**config.mk**
```make
export PLATFORM = sky130hd
export DESIGN_NAME = if_fetch_unit_flat
export DESIGN_NICKNAME = d
export VERILOG_FILES = /design/src/rtl/if_fetch_unit_pkg.sv /design/src/rtl/if_fetch_unit_if.sv /design/src/rtl/if_fetch_unit.sv /design/src/flat_wrapper.sv
export SDC_FILE = /design/constraint.sdc
export NUM_CORES = 1
export LEC_CHECK = 0
export CAP_MARGIN = 5
export CORE_ASPECT_RATIO = 0.5
export CORE_MARGIN = 4
export CORE_UTILIZATION = 53
export DETAILED_ROUTE_END_ITERATION = 8
export PLACE_DENSITY = 0.79
export REMOVE_ABC_BUFFERS = 1
export SLEW_MARGIN = 40
export SYNTH_ARGS = -nofsm -noshare
export SYNTH_HDL_FRONTEND = slang
export SYNTH_SLANG_ARGS = --single-unit
```
**constraint.sdc**
```tcl
create_clock -name clk_i -period 4.8 [get_ports clk_i]
set_input_delay 1.2 -clock clk_i [delete_from_list [all_inputs] [get_ports clk_i]]
set_output_delay 1.2 -clock clk_i [all_outputs]
set_load 0.02 [all_outputs]
```
**src/rtl/if_fetch_unit_pkg.sv**
```systemverilog
`default_nettype none
// ============================================================================
// Module : if_fetch_unit_pkg
// Brief  : Shared pipeline definitions for the instruction-fetch stage:
//          fetch FSM states, instruction width, NOP word and reset PC.
// Rev    : 1.0  initial release
// ============================================================================
package if_fetch_unit_pkg;

    localparam int c_INST_W = 32;

    localparam logic [c_INST_W-1:0] c_NOP_INST = 32'h0000_0000;
    localparam logic [c_INST_W-1:0] c_RESET_PC = 32'h0000_0000;

    // IDLE  : just out of reset, no request yet
    // REQ   : request outstanding at the current fetch address
    // BUF   : one acked instruction parked while the pipeline is stalled
    // DRAIN : waiting out a request made obsolete by a redirect
    typedef enum logic [1:0] {
        IDLE  = 2'd0,
        REQ   = 2'd1,
        BUF   = 2'd2,
        DRAIN = 2'd3
    } fetch_state_t;

endpackage
`default_nettype wire

```
**src/rtl/if_fetch_unit_if.sv**
```systemverilog
`default_nettype none
// ============================================================================
// Module : if_fetch_unit_if
// Brief  : Instruction-memory req/ack bus. The fetch unit is the master,
//          the instruction memory is the slave.
// Rev    : 1.0  initial release
// ============================================================================
interface if_fetch_unit_if;
    import if_fetch_unit_pkg::*;

    logic                imem_req_o;
    logic [c_INST_W-1:0] imem_addr_o;
    logic                imem_ack_i;
    logic [c_INST_W-1:0] imem_data_i;

    modport master (
        output imem_req_o,
        output imem_addr_o,
        input  imem_ack_i,
        input  imem_data_i
    );

    modport slave (
        input  imem_req_o,
        input  imem_addr_o,
        output imem_ack_i,
        output imem_data_i
    );

endinterface
`default_nettype wire

```
**src/rtl/if_fetch_unit.sv**
```systemverilog
`default_nettype none
// ============================================================================
// Module : if_fetch_unit
// Brief  : Instruction-fetch stage feeding the IF/ID register. Owns the fetch
//          PC, runs the req/ack handshake with instruction memory, parks one
//          instruction while stalled and flushes on redirect.
// Rev    : 1.0  initial release
// ============================================================================
module if_fetch_unit
    import if_fetch_unit_pkg::*;
#(
    parameter logic [c_INST_W-1:0] RESET_PC = c_RESET_PC,
    parameter logic [c_INST_W-1:0] NOP_INST = c_NOP_INST
) (
    input  wire                  clk_i,
    input  wire                  rst_i,
    input  wire                  stall_i,
    input  wire                  redirect_i,
    input  wire [c_INST_W-1:0]   redirect_pc_i,
    if_fetch_unit_if.master      imem,
    output logic                 ID_Flush_o,
    output logic [c_INST_W-1:0]  PC_o,
    output logic [c_INST_W-1:0]  inst_o
);

    fetch_state_t        r_state,     w_state_next;
    logic [c_INST_W-1:0] r_fetch_pc,  w_fetch_pc_next;
    logic                r_buf_valid, w_buf_valid_next;
    logic [c_INST_W-1:0] r_buf_data,  w_buf_data_next;
    logic [c_INST_W-1:0] r_buf_pc,    w_buf_pc_next;
    logic                r_flush,     w_flush_next;
    logic [c_INST_W-1:0] r_pc,        w_pc_next;
    logic [c_INST_W-1:0] r_inst,      w_inst_next;
    logic                r_req;
    logic [c_INST_W-1:0] r_addr;

    logic [c_INST_W-1:0] w_redirect_pc;
    logic [c_INST_W-1:0] w_fetch_pc_plus4;

    // Targets are word aligned; PC arithmetic wraps modulo 2^32.
    assign w_redirect_pc    = redirect_pc_i & ~32'd3;
    assign w_fetch_pc_plus4 = r_fetch_pc + 32'd4;

    // Next-state, fetch PC, hold buffer and IF/ID output selection.
    always_comb begin
        w_state_next     = r_state;
        w_fetch_pc_next  = r_fetch_pc;
        w_buf_valid_next = r_buf_valid;
        w_buf_data_next  = r_buf_data;
        w_buf_pc_next    = r_buf_pc;
        w_flush_next     = r_flush;
        w_pc_next        = r_pc;
        w_inst_next      = r_inst;

        case (r_state)
            IDLE: begin
                // A late ack from before reset is ignored here.
                w_state_next = REQ;
                w_flush_next = 1'b1;
                w_inst_next  = NOP_INST;
                if (redirect_i) begin
                    w_fetch_pc_next  = w_redirect_pc;
                    w_buf_valid_next = 1'b0;
                end
            end
            REQ: begin
                if (redirect_i) begin
                    // Flush beats stall; any data acked this cycle is dropped.
                    w_flush_next     = 1'b1;
                    w_inst_next      = NOP_INST;
                    w_fetch_pc_next  = w_redirect_pc;
                    w_buf_valid_next = 1'b0;
                    w_state_next     = imem.imem_ack_i ? REQ : DRAIN;
                end else if (imem.imem_ack_i) begin
                    if (!stall_i) begin
                        w_flush_next    = 1'b0;
                        w_pc_next       = w_fetch_pc_plus4;
                        w_inst_next     = imem.imem_data_i;
                        w_fetch_pc_next = w_fetch_pc_plus4;
                    end else begin
                        // Park the word; IF/ID keeps showing the old one.
                        w_buf_valid_next = 1'b1;
                        w_buf_data_next  = imem.imem_data_i;
                        w_buf_pc_next    = w_fetch_pc_plus4;
                        w_state_next     = BUF;
                    end
                end else if (!stall_i) begin
                    w_flush_next = 1'b1;
                    w_inst_next  = NOP_INST;
                end
            end
            BUF: begin
                if (redirect_i) begin
                    w_flush_next     = 1'b1;
                    w_inst_next      = NOP_INST;
                    w_fetch_pc_next  = w_redirect_pc;
                    w_buf_valid_next = 1'b0;
                    w_state_next     = REQ;
                end else if (!stall_i) begin
                    w_flush_next     = !r_buf_valid;
                    w_pc_next        = r_buf_pc;
                    w_inst_next      = r_buf_valid ? r_buf_data : NOP_INST;
                    w_fetch_pc_next  = w_fetch_pc_plus4;
                    w_buf_valid_next = 1'b0;
                    w_state_next     = REQ;
                end
            end
            DRAIN: begin
                // The stale request stays on the bus; only the target moves.
                if (redirect_i) begin
                    w_fetch_pc_next = w_redirect_pc;
                end
                if (redirect_i || !stall_i) begin
                    w_flush_next = 1'b1;
                    w_inst_next  = NOP_INST;
                end
                if (imem.imem_ack_i) begin
                    w_state_next = REQ;
                end
            end
            default: begin
                w_state_next = IDLE;
            end
        endcase
    end

    // State, buffer and registered outputs; async reset kills the request at once.
    always_ff @(posedge clk_i or negedge rst_i) begin
        if (!rst_i) begin
            r_state     <= IDLE;
            r_fetch_pc  <= RESET_PC;
            r_buf_valid <= 1'b0;
            r_buf_data  <= NOP_INST;
            r_buf_pc    <= '0;
            r_flush     <= 1'b1;
            r_pc        <= '0;
            r_inst      <= NOP_INST;
            r_req       <= 1'b0;
            r_addr      <= RESET_PC;
        end else begin
            r_state     <= w_state_next;
            r_fetch_pc  <= w_fetch_pc_next;
            r_buf_valid <= w_buf_valid_next;
            r_buf_data  <= w_buf_data_next;
            r_buf_pc    <= w_buf_pc_next;
            r_flush     <= w_flush_next;
            r_pc        <= w_pc_next;
            r_inst      <= w_inst_next;
            r_req       <= (w_state_next == REQ) || (w_state_next == DRAIN);
            // A new address is only launched when (re)entering REQ.
            if (w_state_next == REQ) begin
                r_addr <= w_fetch_pc_next;
            end
        end
    end

    assign imem.imem_req_o  = r_req;
    assign imem.imem_addr_o = r_addr;
    assign ID_Flush_o       = r_flush;
    assign PC_o             = r_pc;
    assign inst_o           = r_inst;

endmodule
`default_nettype wire

```
**src/flat_wrapper.sv**
```systemverilog
// flat-port wrapper written by rule: the top's interface ports become plain ports
module if_fetch_unit_flat import if_fetch_unit_pkg::*;
#(
    parameter logic [c_INST_W-1:0] RESET_PC = c_RESET_PC,
    parameter logic [c_INST_W-1:0] NOP_INST = c_NOP_INST
)
  (clk_i, rst_i, stall_i, redirect_i, redirect_pc_i, ID_Flush_o, PC_o, inst_o, imem_imem_req_o, imem_imem_addr_o, imem_imem_ack_i, imem_imem_data_i);
  if_fetch_unit_if imem_i ();
  input  wire clk_i;
  input  wire rst_i;
  input  wire stall_i;
  input  wire redirect_i;
  input  wire [c_INST_W-1:0] redirect_pc_i;
  output logic ID_Flush_o;
  output logic [c_INST_W-1:0] PC_o;
  output logic [c_INST_W-1:0] inst_o;
  output wire logic [$bits(imem_i.imem_req_o)-1:0] imem_imem_req_o;
  output wire logic [$bits(imem_i.imem_addr_o)-1:0] imem_imem_addr_o;
  input wire logic [$bits(imem_i.imem_ack_i)-1:0] imem_imem_ack_i;
  input wire logic [$bits(imem_i.imem_data_i)-1:0] imem_imem_data_i;
  assign imem_imem_req_o = imem_i.imem_req_o;
  assign imem_imem_addr_o = imem_i.imem_addr_o;
  assign imem_i.imem_ack_i = imem_imem_ack_i;
  assign imem_i.imem_data_i = imem_imem_data_i;
  if_fetch_unit #(.RESET_PC(RESET_PC), .NOP_INST(NOP_INST)) u_core (.clk_i(clk_i), .rst_i(rst_i), .stall_i(stall_i), .redirect_i(redirect_i), .redirect_pc_i(redirect_pc_i), .imem(imem_i), .ID_Flush_o(ID_Flush_o), .PC_o(PC_o), .inst_o(inst_o));
endmodule
```
==> impl_metrics.ini <==
[flow_run]
cap_viol_max_count = 0

[route]
wl_met3_um = 2710
wl_met1_um = 12100
top_layer_used = met4
wl_per_cell_um = 19.8
dr_wl_met2_um = 13100
firstDrtPassIters = 5
num_vias = 8880
drt_iter0_markers = 883
remaining_drc_errors = 0
vias_per_cell = 6.16
ant_nets = 0
wirelength_um = 28500

[worst_setup_path]
critPathTopFamily = buffers and inverters
cp_slowest_cell = clkdlybuf4s50_1
end_kind = register
crit_path_cell_trace = clkdlybuf4s50_1, buf_4, nor2b_1, and2_1, o221ai_1, nand2_1, buf_4, mux2_2
worstPathArrival_ns = 3.74
cp.required_ns = 5.12
path_buf_inv = 3
critical_path.most_common_cell = buf_4
r2r_start = u_core.r_state[0]
reg2reg_setup_slack_ns = 1.55
path_depth = 8
reg2regPathDepth = 9
slowest_delay_ns = 0.77
cp-endpoint = u_core.imem.imem_addr_o[20]
crit_start = stall_i
start_kind = input port
path_class = in -> reg
critPathMaxFanout = 18
reg2reg_to = u_core.imem.imem_addr_o[21]

[cts]
cts_tree = yes
clk_pin_slew_ns = 0.08
holdBufCountCts = 0
post_cts_buffers = 0
insertion_delay_ns = 0.44
cts_root_buf = clkbuf_16
htreeDepth = 4
numClockSinks = 197
cts_made_buffers = 17
cts.path.max_buffers = 2
cts-resized-gates = 0

[die]
io_pins = 167
start_util_pct = 54.8
die_width_um = 205
dieArea_um2 = 21700
rows = 35
core_area_um2 = 18700
die-height_um = 106

[sta]
period_needed_ns = 3.42
setup_slack_ns = 1.38
max_freq_mhz = 292
drv_slew = 0
skew_ns = 0.0141
finalSetupViolations = 0
fin_crit_sh_pct = 71.2
hold_viol = 0
tns_ns = 0
slew_headroom_pct = 47.1
rsz0062_at_grt = no
worst_slew_pin_slew_ns = 0.787

[cells_and_area]
n_antenna_cell = 0
area_delta_synth_final_pct = 23.6
layout.nets = 1244
finish.utilization_pct = 67.7
drive_above_1_share_pct = 13.5

[grt]
grt_max_degree = 128
grt_pass1_vias = 8782
grt.total_usage_pct = 26.5
grt_antenna_before_repair = 0
grt-ovfl-total = 0
grt_pass1_wl_um = 45900

[power_and_ir_drop]
power_w = 0.00785
intPower_w = 0.00473
leakage_nw = 5.23
pwr-share-seq_pct = 36.1
power_frac_comb_pct = 44.8
power.clock.fraction_pct = 19.1
switching_share_pct = 39.8
ir_drop_mv = 0.304
switchingPower_w = 0.00312
power.density_nw_per_um2 = 620

[synthesis]
yosys-top-cells-area = dfrtp_1 (48%), mux2_2 (9.1%), nand2_1 (5.9%), o21ai_0 (5.0%), xnor2_1 (2.9%)
syn-cell-area_um2 = 10200
avgSynthCellArea_um2 = 9.73
synth_top_cell_by_area = dfrtp_1
async_flop_share_pct = 100
yosysWarnings = 0
synth-seq-cells = 197
yosysTopAreaCellShare_pct = 47.9
ys.flop_type = dfrtp_1
synth_edf_count = 0
ys_seq_area_share_pct = 48.1
synth_cells = 1052
synth.distinct_cells = 67

[status]
status = complete, no violations

[placement]
port_buffers = 164
place_hpwl_um = 19400
pre_cts_slack_ns = 1.00
routabilityCongestion = 0.983

[min_path]
min_path_type = reg -> reg
## cell usage in the layout (no fill, tap or decap), types with 7 or more instances in the layout
master,count
dfrtp_1,196
clkdlybuf4s50_1,162
nand2_1,160
o21ai_0,102
mux2_2,83
nor2_1,48
a21oi_1,39
a22oi_1,39
xnor2_1,34
buf_4,23
nor4_1,18
clkbuf_16,18
inv_1,17
nand3_1,15
mux2i_1,13
nor3_1,12
a221oi_1,12
xor2_1,11
nor2b_1,10
and2_1,10
o211ai_1,8
nand2b_1,7
nand4_1,7
## per-stage QoR
step                hold WS (ns)  cell area [um^2]  instances
floorplan                  0.440              9860        961
global placement           0.454             12000       1407
detailed placement         0.458             12000       1409
CTS                        0.476             12700       1441
global route               0.483             12700       1441
finish                     0.472             12700       1441
## cell type report
class / count / area [um^2]
fill: 1467 / 6040
sequential: 197 / 4930
multi-input combinational: 746 / 4870
timing repair buffer: 189 / 1860
clock buffer: 19 / 453
tap: 259 / 324
clock inverter: 13 / 159
inverter: 18 / 67.6
## worst min-delay path: stages, from the launching register on
cell	delay [ns]
dfrtp_1	0.34
nand2_1	0.05
nand2_1	0.05
## Yosys cell counts, types with 12 or more instances
cell	instances
dfrtp_1	196
nand2_1	160
o21ai_0	102
mux2_2	83
clkbuf_1	51
nor2_1	49
a21oi_1	39
a22oi_1	39
xnor2_1	34
buf_2	26
nor4_1	18
inv_1	17
nand3_1	16
mux2i_1	13
a221oi_1	12
nor3_1	12
## metal layers
| layer | track usage, % | vias up |
|---|---|---|
| li1 | - | 3992 |
| met1 | 37.1 | 4392 |
| met2 | 40.9 | 421 |
| met3 | 6.19 | 75 |
| met4 | 9.41 | 0 |
| met5 | 0 | - |
## sequential cells by signal, indices dropped and copies added, names as in the netlist
register and flops:
u_core.PC_o 32, u_core.imem.imem_addr_o 32, u_core.inst_o 32, u_core.r_buf_data 32, u_core.r_buf_pc 32, u_core.r_fetch_pc 32, u_core.r_state 2, u_core.ID_Flush_o 1
u_core.imem.imem_req_o 1, u_core.r_buf_valid 1
## kinds of logic (layout without fill, tap and decap cells)
family / count (synthesis) / after routing / synth area share (%)
adder cells (fa/ha/maj): 6 / 6 / 0.733
XOR/XNOR: 45 / 45 / 3.85
flip-flops: 197 / 197 / 48.1
buffers and inverters: 109 / 239 / 4.42
multiplexers: 96 / 96 / 10.4
AO/OA/AOI/OAI: 268 / 268 / 17.0
AND/OR/NAND/NOR: 331 / 331 / 15.5
## worst min path at each step
stage                           to           startpoint  depth (start not counted)
2_1_floorplan  u_core.r_buf_pc[16]  u_core.r_buf_pc[16]                          2
3_3_place_gp   u_core.r_buf_pc[30]  u_core.r_buf_pc[30]                          2
3_5_place_dp   u_core.r_buf_pc[25]  u_core.r_buf_pc[25]                          2
4_1_cts        u_core.r_buf_pc[25]  u_core.r_buf_pc[25]                          2
5_1_grt        u_core.r_buf_pc[25]  u_core.r_buf_pc[25]                          2
6_report       u_core.r_buf_pc[25]  u_core.r_buf_pc[25]                          2
## power groups by stage
| stage | logic (W) | clock network (W) | registers (W) |
|---|---|---|---|
| floorplan | 0.00189 | 0 | 0.00304 |
| global placement | 0.00338 | 0 | 0.00280 |
| detailed placement | 0.00349 | 0 | 0.00284 |
| CTS | 0.00350 | 0.00152 | 0.00282 |
| global route | 0.00382 | 0.00160 | 0.00292 |
| finish | 0.00352 | 0.00150 | 0.00283 |
No activity file was read; power rests on OpenSTA's default activity.
